$ cat src/rtl/fetch_queue_pkg.sv
// Shared types for the instruction prefetch queue: fetch FSM state encodings
// and a width helper used by both the queue and its byte store.
package fetch_queue_pkg;

  typedef enum logic [1:0] {
    ST_IDLE  = 2'd0,
    ST_RUN   = 2'd1,
    ST_FLUSH = 2'd2
  } fq_state_e;

  function automatic int cnt_w(input int depth);
    return $clog2(depth) + 1;
  endfunction

endpackage

$ cat src/rtl/fetch_queue_byte_fifo.sv
// DEPTH x 8 circular byte store with single/double pop and flush; exposes the
// head and the entry behind it so a consumer can peek an opcode+operand pair.
module byte_fifo
  import fetch_queue_pkg::*;
#(
  parameter int DEPTH = 4
) (
  input  logic                      clk,
  input  logic                      rst,
  input  logic                      push,
  input  logic [7:0]                push_data,
  input  logic                      pop,
  input  logic                      pop2,
  input  logic                      flush,
  output logic [cnt_w(DEPTH)-1:0]   count,
  output logic [7:0]                head,
  output logic                      head_vld,
  output logic [7:0]                second,
  output logic                      second_vld
);

  localparam int PTR_W = $clog2(DEPTH);
  localparam int CNT_W = cnt_w(DEPTH);

  logic [DEPTH-1:0][7:0] mem_q, mem_d;
  logic [PTR_W-1:0]      rd_q, rd_d, wr_q, wr_d, rd_nx;
  logic [CNT_W-1:0]      cnt_q, cnt_d;
  logic [1:0]            pop_n;

  always_comb begin
    pop_n = pop2 ? 2'd2 : {1'b0, pop};
    mem_d = mem_q;
    wr_d  = wr_q;
    rd_d  = rd_q + PTR_W'(pop_n);
    cnt_d = cnt_q + CNT_W'(push) - CNT_W'(pop_n);
    if (push) begin
      mem_d[wr_q] = push_data;
      wr_d        = wr_q + PTR_W'(1);
    end
    if (flush) begin
      rd_d  = '0;
      wr_d  = '0;
      cnt_d = '0;
    end
  end

  always_ff @(posedge clk or posedge rst) begin
    if (rst) begin
      mem_q <= '0;
      rd_q  <= '0;
      wr_q  <= '0;
      cnt_q <= '0;
    end else begin
      mem_q <= mem_d;
      rd_q  <= rd_d;
      wr_q  <= wr_d;
      cnt_q <= cnt_d;
    end
  end

  assign rd_nx      = rd_q + PTR_W'(1);
  assign count      = cnt_q;
  assign head       = mem_q[rd_q];
  assign head_vld   = (cnt_q != '0);
  assign second     = mem_q[rd_nx];
  assign second_vld = (cnt_q >= CNT_W'(2));

endmodule

$ cat src/rtl/fetch_queue.sv
// Instruction-byte prefetch between memory and decode. Optional two-byte peek/pop
// is enabled by defining FETCH_QUEUE_PEEK2_EN.
module fetch_queue
  import fetch_queue_pkg::*;
#(
  parameter int                DEPTH      = 4,
  parameter int                ADDR_W     = 16,
  parameter logic [ADDR_W-1:0] RESET_ADDR = '0
) (
  input  logic                  CLK,
  input  logic                  R,
  output logic [ADDR_W-1:0]     mem_addr,
  output logic                  mem_req,
  input  logic                  mem_gnt,
  input  logic [7:0]            mem_data,
  input  logic                  flush,
  input  logic [ADDR_W-1:0]     flush_addr,
  input  logic                  take,
  output logic [7:0]            out_byte,
  output logic [ADDR_W-1:0]     out_pc,
  output logic                  out_valid,
`ifdef FETCH_QUEUE_PEEK2_EN
  output logic [7:0]            out_byte1,
  output logic                  out_valid1,
  input  logic                  take2,
`endif
  output logic [$clog2(DEPTH):0] count
);

  localparam int CNT_W = cnt_w(DEPTH);

  fq_state_e         state_q, state_d;
  logic [ADDR_W-1:0] fetch_addr_q, fetch_addr_d, out_pc_q, out_pc_d;
  logic              resp_vld_q, resp_vld_d, resp_stale_q, resp_stale_d;
  logic              accept, push, pop1, pop2, take2_i;
  logic [1:0]        pop_n;
  logic [CNT_W-1:0]  cnt;
  logic              head_vld, second_vld;
  logic [7:0]        second;

`ifdef FETCH_QUEUE_PEEK2_EN
  assign take2_i    = take2;
  assign out_byte1  = second;
  assign out_valid1 = second_vld;
`else
  logic unused_peek;
  assign take2_i     = 1'b0;
  assign unused_peek = ^{second, second_vld};
`endif

  // The in-flight response counts against capacity so a landing byte never overflows.
  assign mem_req = (state_q == ST_RUN) &&
                   (({1'b0, cnt} + (CNT_W+1)'(resp_vld_q)) < (CNT_W+1)'(DEPTH));

  always_comb begin
    accept       = mem_req && mem_gnt;
    push         = resp_vld_q && !resp_stale_q && !flush;
    pop2         = !flush && take2_i && second_vld;
    pop1         = !flush && !pop2 && take && head_vld;
    pop_n        = pop2 ? 2'd2 : {1'b0, pop1};
    resp_vld_d   = accept;
    resp_stale_d = flush;   // a request accepted under flush returns for the old stream
    fetch_addr_d = accept ? fetch_addr_q + ADDR_W'(1) : fetch_addr_q;
    out_pc_d     = out_pc_q + ADDR_W'(pop_n);
    state_d      = ST_RUN;
    if (flush) begin
      fetch_addr_d = flush_addr;
      out_pc_d     = flush_addr;
      state_d      = ST_FLUSH;
    end
  end

  always_ff @(posedge CLK or posedge R) begin
    if (R) begin
      state_q      <= ST_IDLE;
      fetch_addr_q <= RESET_ADDR;
      out_pc_q     <= RESET_ADDR;
      resp_vld_q   <= 1'b0;
      resp_stale_q <= 1'b0;
    end else begin
      state_q      <= state_d;
      fetch_addr_q <= fetch_addr_d;
      out_pc_q     <= out_pc_d;
      resp_vld_q   <= resp_vld_d;
      resp_stale_q <= resp_stale_d;
    end
  end

  byte_fifo #(.DEPTH(DEPTH)) u_fifo (
    .clk        (CLK),
    .rst        (R),
    .push       (push),
    .push_data  (mem_data),
    .pop        (pop1),
    .pop2       (pop2),
    .flush      (flush),
    .count      (cnt),
    .head       (out_byte),
    .head_vld   (head_vld),
    .second     (second),
    .second_vld (second_vld)
  );

  assign mem_addr  = fetch_addr_q;
  assign out_pc    = out_pc_q;
  assign out_valid = head_vld;
  assign count     = cnt;

endmodule

$ cat config.mk
export PLATFORM = sky130hd
export DESIGN_NAME = fetch_queue
export DESIGN_NICKNAME = d
export VERILOG_FILES = /design/src/rtl/fetch_queue_pkg.sv /design/src/rtl/fetch_queue_byte_fifo.sv /design/src/rtl/fetch_queue.sv
export SDC_FILE = /design/constraint.sdc
export NUM_CORES = 1
export LEC_CHECK = 0
export CAP_MARGIN = 5
export CORE_AREA = 2 2 87 89
export CTS_CLUSTER_DIAMETER = 30
export DETAILED_ROUTE_END_ITERATION = 8
export DIE_AREA = 0 0 89 91
export PLACE_DENSITY_LB_ADDON = 0.05
export SLEW_MARGIN = 20
export SYNTH_ARGS = -nofsm -noshare
export SYNTH_HDL_FRONTEND = slang
export SYNTH_SLANG_ARGS = --single-unit
$ cat constraint.sdc
create_clock -name CLK -period 5.2 [get_ports CLK]
set_clock_uncertainty 0.05 [all_clocks]
set_input_delay 0.78 -clock CLK [delete_from_list [all_inputs] [get_ports CLK]]
set_output_delay 0.78 -clock CLK [all_outputs]
set_load 0.02 [all_outputs]
==> results.ini <==
[clock_tree]
ctsHtreeMaxLevel = 3
postCtsHoldBufs = 0
cts_tree = done
cts-resized-gates = 0
clkLatencyLatePin_ns = 0.35
numCtsBuffers = 9
cts.sinks = 74
cts_root_buffer = clkbuf_8
post_cts_buffers = 0
clockBufferDepth = 2
clkTransAtPathRegs_ns = 0.09

[cells_and_area]
design_area_um2 = 4915
diodes = 0
final_core_util_pct = 68.86
num-nets-final = 457
fillers = 572
syn_to_final_growth_pct = 25.58
multi_input_comb_area_um2 = 1934
drive_gt1_share_pct = 15.84
regArea_um2 = 1852

[synth]
synth_nets = 388
synth_top_area_cell = dfrtp_1
synth_top_family_by_area = simple AND/OR/NAND/NOR gates
synthMuxAreaShare_pct = 14.61
synth_cell_types = 51
synth-main-ff-cell = dfrtp_1
synth_compound_area_share_pct = 10.74
synthSimpleGateAreaFrac_pct = 18.22
postSynthAreaPerCell_um2 = 11.21
synth_xor_area_share_pct = 2.462
seq_area_frac_synth_pct = 47.31
synth_seq_cells = 74
synth_edf_count = 0
synth_area_leaders = dfrtp_1 (47%), mux2_2 (9.5%), mux4_2 (4.6%)
synth_top_area_share_pct = 47.31
async_reset_ff_share_pct = 100.0
synthAdderAreaFrac_pct = 3.389
yosys_warnings = 0
syn_area_um2 = 3914
syn_inst = 349

[detailed_routing]
wl_met1_mm = 4.108
vias_per_cell = 5.939
wire_per_inst_um = 17.86
wl_met3_um = 361
topRoutingLayerUsed = met4
wl_met2_mm = 4.724
remaining_drc_errors = 0
drt_iter0_markers = 204
ant_nets = 0
first_pass_iters = 4
vias = 3100
drt-total-wl_mm = 9.325

[timing]
period_minus_slack_ns = 3.287
setup_slack_ns = 1.913
grt_setup_unrepaired = no
fin_setup_tns_ns = 0
whs_ns = 0.4594
maxSlewHeadroom_pct = 48.10
tightest_slew_ns = 0.7773
hold_viol_final = 0
finalMaxSlewViolations = 0
setup_viol = 0
fin_crit_sh_pct = 63.21
fmax_ghz = 0.3042

[global_route]
grt.total_usage_pct = 24.85
grt_first_pass_wirelength_mm = 15.49
overflow = 0
grt_max_degree = 41
antenna_found_initial = 0
grt_pass1_vias = 3116

[critical_path]
rr_worst_depth = 9
r2r_slack_ns = 2.55
regToRegStartpoint = u_fifo.count[0]$_DFF_PP0_
crit_path_top_delay_cell = clkdlybuf4s50_1
crit_path_max_fanout = 11
arrival_ns = 2.46
crit_chain = ha_1, nand3_1, nand2_1, nor2_1, clkdlybuf4s50_1
critical_path.max_stage_delay_ns = 0.65
worstSetupEndpointType = primary output
worstSetupStartpointType = flip-flop
crit_type = flip-flop to primary output
critPathRequiredTime_ns = 4.37
r2r-end = out_pc[14]$_DFF_PP0_

[floorplanning]
initial_core_util_pct = 54.84
die_w_um = 89
core_um2 = 7137
rows = 31
io_pins = 74
die_y_um = 91
die_area_um2 = 8099

[min_path]
hold_class = flip-flop to flip-flop
hold_depth = 1
min-delay-start = u_fifo.mem_q[6]$_DFFE_PP0P_
whs_endpoint = u_fifo.mem_q[6]$_DFFE_PP0P_

[placed_design]
place_hpwl_mm = 6.708
dpl_cell_area_um2 = 4697
portBuffers = 73
place_ws_ns = 1.646
routabilityCongestion = 0.8612

[pwr]
combinationalPowerShare_pct = 30.2
power.switching_w = 0.0005686
ir_worst_vdd_v = 0.0001643
p_seq_share_pct = 41.3
p_per_area_nw_per_um2 = 355.4
p_clk_share_pct = 28.5
power.internal_w = 0.001178
p_sw_share_pct = 32.55
cellLeakagePower_nw = 2.028

[run]
cap_violations = 0

[status]
status = finished, final reports clean

sequential cells by signal, indices dropped and copies added (netlist names):
name	cells
out_pc	16
mem_addr	16
state_q	1
u_fifo.mem_q	32
resp_vld_q	1
u_fifo.rd_q	2
resp_stale_q	1
u_fifo.count	3
u_fifo.wr_q	2
metrics by stage:
stage                     std cells  total power, W
final                           522        0.001747
after global routing            522        0.001837
after CTS                       522        0.001753
after detailed placement        506        0.001260
after global placement          506        0.001248
after floorplan                 349        0.001043
layout make-up:
cell class / instances / area share, %
Sequential cell: 74 / 37.68
Timing Repair Buffer: 76 / 15.33
Inverter: 9 / 0.6874
Clock inverter: 6 / 1.833
Clock buffer: 10 / 2.597
Tap cell: 99 / 2.520
Multi-Input combinational cell: 248 / 39.36
routing by layer:
| metal | vias up | GRT usage (%) |
|---|---|---|
| met5 | - | 0 |
| met4 | 0 | 8.706 |
| li1 | 1447 | - |
| met1 | 1557 | 34.00 |
| met3 | 12 | 3.273 |
| met2 | 84 | 40.49 |
synthesized netlist by cell type, types with 5 or more instances:
cell type   n
buf_2       9
xnor2_1     5
and4_1      6
a211oi_1    8
ha_1        9
nor4_1      6
or4_1       5
xor2_1      6
a311oi_1    6
nand2_1    10
mux2_2     33
o21ai_0     9
a21oi_1    11
nor2_1     29
and2_1      9
a31oi_1     7
nor2b_1     9
nand4_1    12
dfrtp_1    74
inv_1       8
mux4_2      8
nand3_1    14
power by group through the flow:
stage          clock (W)  sequential [W]  combinational (W)
2_1_floorplan          0        0.000746           0.000297
3_3_place_gp           0        0.000729           0.000519
3_5_place_dp           0        0.000732           0.000528
4_1_cts         0.000502        0.000721           0.000530
5_1_grt         0.000533        0.000735           0.000570
6_report        0.000499        0.000721           0.000527
how the worst max path moves through the flow:
| stage | cells past startpoint | slack (ns) | to | startpoint |
|---|---|---|---|---|
| 3_5_place_dp | 12 | 1.65 | out_pc[14]$_DFF_PP0_ | flush |
| 4_1_cts | 5 | 1.89 | mem_req | u_fifo.count[1]$_DFF_PP0_ |
| 6_report | 5 | 1.91 | mem_req | u_fifo.count[1]$_DFF_PP0_ |
| 5_1_grt | 5 | 1.73 | mem_req | u_fifo.count[1]$_DFF_PP0_ |
| 3_3_place_gp | 12 | 1.73 | out_pc[14]$_DFF_PP0_ | flush |
| 2_1_floorplan | 1 | 2.49 | mem_addr[0]$_DFFE_PP0P_ | R |
placed cells by master, fill, tap and decap left out, types with 5 or more instances in the layout:
cell             instances
nor2b_1                  9
a211oi_1                 8
nor2_1                  29
a31oi_1                  7
nor4_1                   6
nand4_1                 12
inv_1                    7
clkbuf_8                 9
nand2_1                 10
clkdlybuf4s50_1         73
o21ai_0                  9
mux2_2                  33
and4_1                   6
or4_1                    5
xnor2_1                  5
a311oi_1                 6
xor2_1                   6
and2_1                   9
nand3_1                 14
ha_1                     9
dfrtp_1                 74
a21oi_1                 11
mux4_2                   8
logic make-up (layout without fill, tap and decap cells):
kind of cell / Yosys count / after routing
AO/OA/AOI/OAI: 60 / 60
AND/OR/NAND/NOR: 124 / 124
multiplexers: 43 / 43
XOR/XNOR: 11 / 11
buffers and inverters: 27 / 101
flip-flops: 74 / 74
adder cells (fa/ha/maj): 10 / 10
worst max-delay path, delay by kind of cell (launching register included):
| kind | cells | cell delay [ns] |
|---|---|---|
| flops | 1 | 0.49 |
| simple gates | 3 | 0.67 |
| fa+ha+maj | 1 | 0.30 |
| buf+inv | 1 | 0.65 |
Power figures use the tool's default switching activity.
